### config.mk
export PLATFORM = sky130hd
export DESIGN_NAME = alu_arbiter
export DESIGN_NICKNAME = d
export VERILOG_FILES = /design/src/rtl/alu_arbiter.sv
export SDC_FILE = /design/constraint.sdc
export NUM_CORES = 1
export LEC_CHECK = 0
export ABC_AREA = 1
export ABC_CLOCK_PERIOD_IN_PS = 7400
export CAP_MARGIN = 5
export CORE_ASPECT_RATIO = 0.7
export CORE_MARGIN = 4
export CORE_UTILIZATION = 33
export CTS_CLUSTER_DIAMETER = 50
export DETAILED_ROUTE_END_ITERATION = 10
export SYNTH_ARGS = -nofsm -noshare
export SYNTH_HDL_FRONTEND = slang
export SYNTH_SLANG_ARGS = --single-unit
### constraint.sdc
create_clock -name clk -period 7.4 [get_ports clk]
set_input_delay 1.11 -clock clk [delete_from_list [all_inputs] [get_ports clk]]
set_output_delay 1.11 -clock clk [all_outputs]
set_load 0.01 [all_outputs]
### src/rtl/alu_arbiter.sv
`default_nettype none
// +--------------------------------------------------------------------------+
// | Module      : alu_arbiter                                                |
// | Description : Two-requester round-robin front end to a single multi-     |
// |               cycle 32-bit ALU. One operation in flight at a time:       |
// |               IDLE -> EXEC (EXEC_CYC cycles) -> RESP -> IDLE.            |
// | Revision    : 1.0 - initial release                                      |
// +--------------------------------------------------------------------------+
// | Ports                                                                    |
// |   clk             : clock, all state changes on rising edge              |
// |   rst             : synchronous active-high reset                        |
// |   req_valid[1:0]  : requester i presents an operation                    |
// |   req_ready[1:0]  : requester i accepted this cycle (combinational)      |
// |   req_a[i]        : 32-bit operand A of requester i                      |
// |   req_b[i]        : 32-bit operand B of requester i                      |
// |   req_op[i]       : 4-bit opcode of requester i                          |
// |   resp_valid[1:0] : result available for requester i                     |
// |   resp_ready[1:0] : requester i takes its result                         |
// |   resp_res        : 32-bit result, shared by both requesters             |
// |   busy            : high whenever the FSM is not in IDLE                 |
// +--------------------------------------------------------------------------+
module alu_arbiter #(
  parameter int EXEC_CYC = 1  // execute cycles per operation, 1..4
) (
  input  logic             clk,
  input  logic             rst,
  input  logic [1:0]       req_valid,
  output logic [1:0]       req_ready,
  input  logic [1:0][31:0] req_a,
  input  logic [1:0][31:0] req_b,
  input  logic [1:0][3:0]  req_op,
  output logic [1:0]       resp_valid,
  input  logic [1:0]       resp_ready,
  output logic [31:0]      resp_res,
  output logic             busy
);

  typedef enum logic [1:0] {
    S_IDLE = 2'd0,
    S_EXEC = 2'd1,
    S_RESP = 2'd2
  } state_e;

  // Last value of the execute counter before leaving EXEC.
  localparam logic [1:0] CNT_LAST = 2'(EXEC_CYC - 1);

  state_e      state_q, state_d;
  logic [1:0]  cnt_q,   cnt_d;
  logic        prio_q,  prio_d;   // requester that wins a tie
  logic        gnt_q,   gnt_d;    // requester owning the in-flight op
  logic [31:0] a_q,     a_d;
  logic [31:0] b_q,     b_d;
  logic [3:0]  op_q,    op_d;
  logic [31:0] res_q,   res_d;

  logic        win;
  logic [31:0] alu_res;
  logic [3:0]  op_eff;

  // Arbitration: a tie goes to the priority pointer, otherwise to whoever
  // is valid (req_valid[1] alone selects 1, anything else selects 0).
  always_comb begin
    win = 1'b0;
    if (&req_valid) begin
      win = prio_q;
    end else begin
      win = req_valid[1];
    end
  end

  // ALU over the latched operands; opcodes 10..15 alias 0..5.
  always_comb begin
    alu_res = '0;
    op_eff  = (op_q >= 4'd10) ? (op_q - 4'd10) : op_q;
    case (op_eff)
      4'd0:    alu_res = a_q + b_q;
      4'd1:    alu_res = a_q - b_q;
      4'd2:    alu_res = a_q & b_q;
      4'd3:    alu_res = a_q | b_q;
      4'd4:    alu_res = a_q ^ b_q;
      4'd5:    alu_res = a_q << b_q[4:0];
      4'd6:    alu_res = a_q >> b_q[4:0];
      4'd7:    alu_res = a_q + 32'd1;
      4'd8:    alu_res = a_q - 32'd1;
      4'd9:    alu_res = ~a_q;
      default: alu_res = '0;
    endcase
  end

  // Next-state and request-side outputs.
  always_comb begin
    state_d   = state_q;
    cnt_d     = cnt_q;
    prio_d    = prio_q;
    gnt_d     = gnt_q;
    a_d       = a_q;
    b_d       = b_q;
    op_d      = op_q;
    res_d     = res_q;
    req_ready = '0;

    case (state_q)
      S_IDLE: begin
        // No acceptance is signalled while reset is pending: it would be
        // discarded by the reset at this very edge.
        if ((|req_valid) && !rst) begin
          req_ready[win] = 1'b1;
          gnt_d          = win;
          prio_d         = ~win;
          a_d            = req_a[win];
          b_d            = req_b[win];
          op_d           = req_op[win];
          cnt_d          = '0;
          state_d        = S_EXEC;
        end
      end
      S_EXEC: begin
        if (cnt_q == CNT_LAST) begin
          res_d   = alu_res;
          cnt_d   = '0;
          state_d = S_RESP;
        end else begin
          cnt_d = cnt_q + 2'd1;
        end
      end
      S_RESP: begin
        if (resp_ready[gnt_q]) begin
          state_d = S_IDLE;
        end
      end
      default: begin
        state_d = S_IDLE;
      end
    endcase
  end

  always_ff @(posedge clk) begin
    if (rst) begin
      state_q <= S_IDLE;
      cnt_q   <= '0;
      prio_q  <= 1'b0;
      gnt_q   <= 1'b0;
      a_q     <= '0;
      b_q     <= '0;
      op_q    <= '0;
      res_q   <= '0;
    end else begin
      state_q <= state_d;
      cnt_q   <= cnt_d;
      prio_q  <= prio_d;
      gnt_q   <= gnt_d;
      a_q     <= a_d;
      b_q     <= b_d;
      op_q    <= op_d;
      res_q   <= res_d;
    end
  end

  assign resp_valid = (state_q == S_RESP) ? (2'b01 << gnt_q) : 2'b00;
  assign resp_res   = res_q;
  assign busy       = (state_q != S_IDLE);

endmodule
`default_nettype wire

==> metrics.yaml, run 1 <==
status:
  status: "completed"
yosys:
  syn_nets: 2396
  ys_seq_area_frac: 0.1727
  ys_ff_latch: 106
  synth_edf_count: 0
  ys_types: 50
  syn_area_per_cell_um2: 5.708
  syn_area_mm2: 0.01228
  synthFlopType: "dfxtp_1"
  async_reset_ff_frac: 0
  syn_inst: 2152
  yosysWarnings: 0
floorplanning:
  dieArea_mm2: 0.04043
  rows: 58
  coreArea_mm2: 0.03636
  die_y_um: 169.4
  die_w_um: 238.6
  start_util: 0.3379
  io_pins: 179
route:
  drc: 0
  vias: 15460
  final_antenna_net_count: 0
  drt_pass1_iterations: 5
  drt-wirelength-per-cell_um: 22.51
  wl_um: 61430
  viasPerCell: 5.666
  drtIter0Drc: 2007
cts:
  cts.sink_count: 106
  post_cts_buffers: 0
  cts.clk_slew.worst_paths_ns: 0.09
  cts_tree: "yes"
  numCtsBuffers: 9
  cts_max_path_buffers: 2
  postCtsHoldBufs: 0
  root_buffer: "clkbuf_16"
  ctsResizeCount: 0
  insertion_delay_ns: 0.40
  cts.htree.levels: 3
placement:
  dp_hpwl_um: 48610
  place_congestion: 1.055
  io_buffers: 178
global_routing:
  grtUsageTotal: 0.2944
  grt_overflow: 0
  grt_pass1_vias: 13810
  antenna_found_initial: 4
  grt_max_degree: 77
  grt_first_pass_wirelength_um: 90150
sta:
  setup_viol: 0
  finalCritPeriodShare: 0.6978
  max_freq_ghz: 0.1937
  tightestPinTransition_ns: 1.187
  finalHoldViolCount: 0
  finalCriticalPeriod_ns: 5.164
  fin_skew_ns: 0.01589
  relSlewSlack: 0.2075
  rsz0062_at_grt: "false"
  fin_tns_setup_ns: 0
  maxSlewViolCount: 0
pwr:
  p_switching_mw: 1.366
  power.leakage_nw: 6.044
  p_clk_frac: 0.196
  internal-power_mw: 1.350
  ir_worst_vdd_mv: 0.1248
  p_comb_frac: 0.546
  sequentialPowerShare: 0.257
  swShare: 0.5029
  p_per_area_mw_per_mm2: 185.6
hold_path:
  hold_class: "reg2reg"
  min_from: "resp_res[28]"
critical_path:
  crit_arrival_ns: 5.42
  critPathKind: "reg2reg"
  start_kind: "flop"
  crit_start: "op_q[1]"
  critPathCaptureType: "flop"
  cp_max_fo: 30
  worstReg2RegStart: "op_q[1]"
  worstPathRequired_ns: 7.65
final_layout:
  synthToLayoutAreaGrowth_pct: 19.11
  drive_gt1_frac: 0.04091
  fillers: 4064
  diodes: 0
  final_util: 0.4024
  layout.nets: 2488
run:
  cap_violations: 0
-- cell usage after synthesis, types with 6 or more instances --
| cell | n | area, um2 |
|---|---|---|
| nand3b_1 | 8 | 60.06 |
| o211ai_1 | 13 | 97.59 |
| nor4_1 | 7 | 43.79 |
| a31oi_1 | 71 | 444.2 |
| a21oi_1 | 111 | 555.5 |
| buf_1 | 6 | 22.52 |
| xor2_1 | 20 | 175.2 |
| ha_1 | 101 | 1264 |
| buf_4 | 8 | 60.06 |
| o21ai_1 | 9 | 45.04 |
| mux2i_1 | 11 | 110.1 |
| clkbuf_1 | 76 | 285.3 |
| nor3_1 | 16 | 80.08 |
| o21ai_0 | 228 | 1141 |
| nor2_2 | 8 | 50.05 |
| nand2_1 | 762 | 2860 |
| a211oi_1 | 8 | 60.06 |
| o21a_1 | 8 | 60.06 |
| buf_2 | 24 | 120.1 |
| nand3_1 | 110 | 550.5 |
| inv_2 | 7 | 26.28 |
| nand4_1 | 29 | 181.4 |
| dfxtp_1 | 106 | 2122 |
| inv_1 | 136 | 510.5 |
| nand2_2 | 9 | 56.30 |
| or2_2 | 13 | 81.33 |
| nor2_1 | 192 | 720.7 |
-- flip-flops by register name, summed over array words and instances, names as in the netlist --
name and flops:
a_q 32, b_q 32, resp_res 32, op_q 4, cnt_q 2, state_q 2
gnt_q 1, prio_q 1
-- path summary, 6_finish.rpt --
kind | cells after the start | slack [ns] | to
worst max-delay path | 24 | 2.24 | resp_res[22]
worst min register to register | 2 | 0.47 | resp_res[28]
worst min-delay path | 2 | 0.47 | resp_res[28]
worst max register to register | 24 | 2.24 | resp_res[22]
-- worst max-delay path, stage by stage, from the launching register on --
cell	delay, ns
dfxtp_1	0.37
inv_1	0.08
ha_1	0.29
nand2_1	0.09
nand2_2	0.08
inv_2	0.09
nor2_1	0.07
nand2_1	0.09
nand2_1	0.13
nor2_2	0.78
nor2_2	0.44
o21ai_0	0.19
nand2_1	0.15
ha_1	0.51
nand2_1	0.15
nor2_1	0.22
inv_1	0.09
nor3_1	0.26
o21ai_0	0.24
nand3_1	0.12
nand2_1	0.05
nand3_1	0.09
nand4_1	0.20
nand2_1	0.13
a21oi_1	0.06
-- power groups by stage --
stage	sequential, mW	clock [mW]	combinational, mW
2_1_floorplan	0.674	0	0.910
3_3_place_gp	0.708	0	1.43
3_5_place_dp	0.709	0	1.42
4_1_cts	0.696	0.549	1.43
5_1_grt	0.702	0.567	1.61
6_report	0.699	0.533	1.48
-- stage by stage --
| stage | total power [mW] | std cells | hold slack [ns] | instance area [um2] | worst slack, ns |
|---|---|---|---|---|---|
| 6_report | 2.716 | 2729 | 0.4696 | 14630 | 2.236 |
| 5_1_grt | 2.881 | 2729 | 0.4888 | 14630 | 1.828 |
| 4_1_cts | 2.673 | 2729 | 0.4686 | 14630 | 2.430 |
| 3_5_place_dp | 2.129 | 2713 | 0.4575 | 14320 | 2.466 |
| 3_3_place_gp | 2.134 | 2713 | 0.4522 | 14320 | 2.421 |
| 2_1_floorplan | 1.584 | 2152 | 0.4391 | 12280 | 3.734 |
-- layout make-up --
class | count | area (um2) | area share
tap | 480 | 600.6 | 0.04105
clock inverter | 7 | 86.33 | 0.005900
clock buffer | 9 | 225.2 | 0.01539
inverter | 148 | 556.8 | 0.03805
multi-input combinational | 1781 | 9109 | 0.6225
timing repair buffer | 198 | 1929 | 0.1319
sequential | 106 | 2125 | 0.1452
-- layout by cell type, fill, tap and decap left out, types with 3 or more instances in the layout --
cell type / netlist / final
ha_1: 101 / 101
inv_1: 136 / 136
nand2_1: 762 / 762
dfxtp_1: 106 / 104
a31oi_1: 71 / 71
inv_8: 0 / 4
nor3_1: 16 / 16
nor2_4: 3 / 5
a21o_1: 4 / 4
xnor2_1: 4 / 4
clkbuf_16: 0 / 9
o31ai_1: 4 / 4
o221ai_1: 5 / 5
nand3b_1: 8 / 8
o21ai_1: 9 / 9
mux2i_1: 11 / 11
nand3_1: 110 / 109
nand4_1: 29 / 29
nor4_1: 7 / 7
inv_2: 7 / 7
o22ai_1: 5 / 5
nor2_1: 192 / 188
xor2_1: 20 / 20
clkinv_1: 4 / 4
buf_4: 8 / 21
nor2_2: 8 / 10
o21ai_0: 228 / 228
o21a_1: 8 / 8
clkdlybuf4s50_1: 0 / 177
a211oi_1: 8 / 8
nand2_2: 9 / 9
a21oi_1: 111 / 111
o211ai_1: 13 / 13
o21bai_1: 3 / 3
or2_2: 13 / 13
o2111ai_1: 4 / 4
-- metal layers --
metal,wire length (um),global-route usage
met3,7540,0.08008
met5,46,0
met1,29770,0.4673
met2,22090,0.3738
met4,1989,0.08802
-- cells by family after synthesis --
logic type,Yosys count,share of synthesized area
AOI/OAI and AO/OA,479,0.2154
xor gates and xnor gates,24,0.01711
adders and majority gates,102,0.1045
buffers and inverters,265,0.08780
DFF,106,0.1727
muxes,11,0.008963
and+or+nand+nor,1165,0.3935
No activity file was read; power rests on OpenSTA's default activity.
==> inputs of run 2 (changes only) <==
--- a/config.mk
+++ b/config.mk
@@ -6,7 +6,7 @@
 export NUM_CORES = 1
 export LEC_CHECK = 0
 export ABC_AREA = 1
-export ABC_CLOCK_PERIOD_IN_PS = 7400
+export ABC_CLOCK_PERIOD_IN_PS = 4230
 export CAP_MARGIN = 5
 export CORE_ASPECT_RATIO = 0.7
 export CORE_MARGIN = 4
==> constraint.sdc (replaced) <==
create_clock -name clk -period 4.23 [get_ports clk]
set_input_delay 0.6345 -clock clk [delete_from_list [all_inputs] [get_ports clk]]
set_output_delay 0.6345 -clock clk [all_outputs]
set_load 0.01 [all_outputs]
==> run 2 against run 1 <==
Net effect:
- critical path depth down 1
- combinational power up 85%
- worst setup slack worse by 2.1 ns
- global-route usage up 0.12 points
- non-clock buffer count up 35
- die area unchanged
- critical endpoint is now resp_res[15]
- largest power group unchanged
- highest routed layer is now met4
==> metrics.yaml, run 2 (same netlist as run 1, synthesis figures left out) <==
status:
  status: "completed"
floorplanning:
  die_y_um: 169.4  # unchanged
  die_w_um: 238.6  # unchanged
  rows: 58  # unchanged
  start_util: 0.3379  # unchanged
  io_pins: 179  # unchanged
  coreArea_mm2: 0.03636  # unchanged
  dieArea_mm2: 0.04043  # unchanged
sta:
  max_freq_ghz: 0.2458  # +27%
  worst_slack_ns: 0.1615  # -2.075 ns
  finalCritPeriodShare: 0.9618  # +0.2640
  rsz0062_at_grt: "true"
  tightestPinTransition_ns: 1.254  # +0.06629 ns
  maxSlewViolCount: 0  # unchanged
  finalCriticalPeriod_ns: 4.069  # -1.095 ns
  fin_tns_setup_ns: 0  # unchanged
  relSlewSlack: 0.1633  # -0.04424
  finalHoldViolCount: 0  # unchanged
  setup_viol: 0  # unchanged
  fin_skew_ns: 0.02657  # +0.01068 ns
  whs_ns: 0.4687  # -0.0008820 ns
route:
  viasPerCell: 5.600  # -1.2%
  final_antenna_net_count: 0  # unchanged
  wl_um: 61630  # +0.32%
  vias: 15480  # +0.11%
  drt_pass1_iterations: 6  # +1
  drc: 0  # unchanged
  drtIter0Drc: 2174  # +8.3%
  drt-wirelength-per-cell_um: 22.30  # -0.95%
global_routing:
  grt_use_met2: 0.3946  # +0.02079
  grt_max_degree: 76  # -1.3%
  grt_overflow: 0  # unchanged
  busiest_layer: "met1"
  antenna_found_initial: 1  # -3
  grtUsageTotal: 0.2955  # +0.001153
  grt_first_pass_wirelength_um: 91200  # +1.2%
  grtUsageMet3: 0.07472  # -0.005361
  met1_usage: 0.4663  # -0.001062
  grt_pass1_vias: 14010  # +1.4%
run:
  cap_violations: 0  # unchanged
final_layout:
  layout.nets: 2523  # +1.4%
  final_cell_mix: "nand2_1, o21ai_0, nor2_1, clkdlybuf4s50_1, inv_1"
  multi_input_area_mm2: 0.009226  # +1.3%
  fillers: 4024  # -0.98%
  seq_area_mm2: 0.002126  # about the same
  layout.cells.non_filler: 2764  # +1.3%
  drive_gt1_frac: 0.06567  # +0.02477
  diodes: 0  # unchanged
  synthToLayoutAreaGrowth_pct: 22.44
  final_util: 0.4137  # +0.01125
  layout_commonest_cell: "nand2_1"
  design_area_mm2: 0.01504  # +2.8%
pwr:
  p_per_area_mw_per_mm2: 325.7  # +75%
  ir_worst_vdd_mv: 0.2191  # +76%
  finalPower_mw: 4.898  # +80%
  power.leakage_nw: 6.238  # +3.2%
placement:
  dpl_cell_area_mm2: 0.01457  # +1.7%
  io_buffers: 178  # unchanged
  dp_hpwl_um: 49180  # +1.2%
  place_ws_ns: -0.04830  # -2.514 ns
  place_congestion: 1.025  # -2.8%
  dp_cells: 2744  # +1.1%
cts:
  root_buffer: "clkbuf_16"
  cts_tree: "yes"
  cts.htree.levels: 3  # unchanged
  numCtsBuffers: 9  # unchanged
  insertion_delay_ns: 0.41  # about the same
  cts.clk_slew.worst_paths_ns: 0.09  # about the same
  cts.sink_count: 106  # unchanged
  cts_max_path_buffers: 2  # unchanged
critical_path:
  crit_arrival_ns: 4.30  # -1.12 ns
  cp_max_fo: 15  # -50%
  rrSetupSlack_ns: 0.16  # -2.07 ns
  worstPathRequired_ns: 4.47  # -3.18 ns
  critPathCaptureType: "flop"
  start_kind: "flop"
  critPathKind: "reg2reg"
hold_path:
  hold_class: "reg2reg"
==> run 2: changes by cell type in the layout (fill, tap and decap cells not counted), moves of 3 or more <==
cell,delta
nand2_2,+5
nor2_4,+3
nand2_1,-5
a21oi_1,-7
ha_1,-3
nand3_1,-3
a21oi_2,+6
buf_4,+32
o21ai_0,-3
nand3_2,+3
==> run 2: power by group <==
group	total [mW]	switching, mW	internal, mW
sequential	1.23	0.152	1.07
clock	0.929	0.493	0.436
combinational	2.74	1.79	0.956
==> run 2: worst paths after layout <==
path | end | depth (start not counted) | startpoint
worst min register to register | resp_res[30] | 2 | resp_res[30]
worst max-delay path | resp_res[15] | 23 | op_q[2]
worst max register to register | resp_res[15] | 23 | op_q[2]
worst min-delay path | resp_res[30] | 2 | resp_res[30]
==> run 2: layer usage <==
metal / part of all wire / vias to the layer above
li1: - / 7410
met1: 0.49 / 7207
met2: 0.38 / 799
met3: 0.11 / 63
met4: 0.021 / 0
met5: 0 / -
==> run 2: area by class of cell <==
cell class | instances | share of cell area
well taps | 480 | 0.03993
clock buffers | 10 | 0.01589
inverters | 148 | 0.03702
flip-flops and latches | 106 | 0.1413
repair buffers | 233 | 0.1480
clock inverters | 6 | 0.004409
multi-input cells | 1781 | 0.6134
==> run 2: critical path, cell delays in order (launching register included) <==
cell	delay, ns
dfxtp_1	0.36
inv_1	0.08
ha_1	0.28
nand2_1	0.06
nand2_2	0.13
inv_2	0.07
nor2_2	0.12
nand2_1	0.11
nand2_2	0.15
nor2_4	0.06
nor2_4	0.13
buf_12	0.15
o21ai_0	0.08
o21ai_0	0.13
ha_1	0.33
a21oi_1	0.23
o21ai_0	0.16
a21oi_1	0.22
nand2_1	0.15
or2_2	0.30
nand3_1	0.10
nand4_1	0.28
nand2_1	0.16
a21oi_1	0.07
==> run 2: what timing repair did <==
action,in CTS,in global routing
endpoints found under the setup margin,1,23
hold buffers,0,0
pin swaps,0,11
gates cloned,0,1
setup buffers,0,3
resized for setup,1,31
==> inputs of run 3 (changes only) <==
--- a/config.mk
+++ b/config.mk
@@ -7,7 +7,6 @@
 export LEC_CHECK = 0
 export ABC_AREA = 1
 export ABC_CLOCK_PERIOD_IN_PS = 4230
-export CAP_MARGIN = 5
 export CORE_ASPECT_RATIO = 0.7
 export CORE_MARGIN = 4
 export CORE_UTILIZATION = 33
==> results of run 3 <==
Final layout, timing and power as in run 2 (identical DEF).
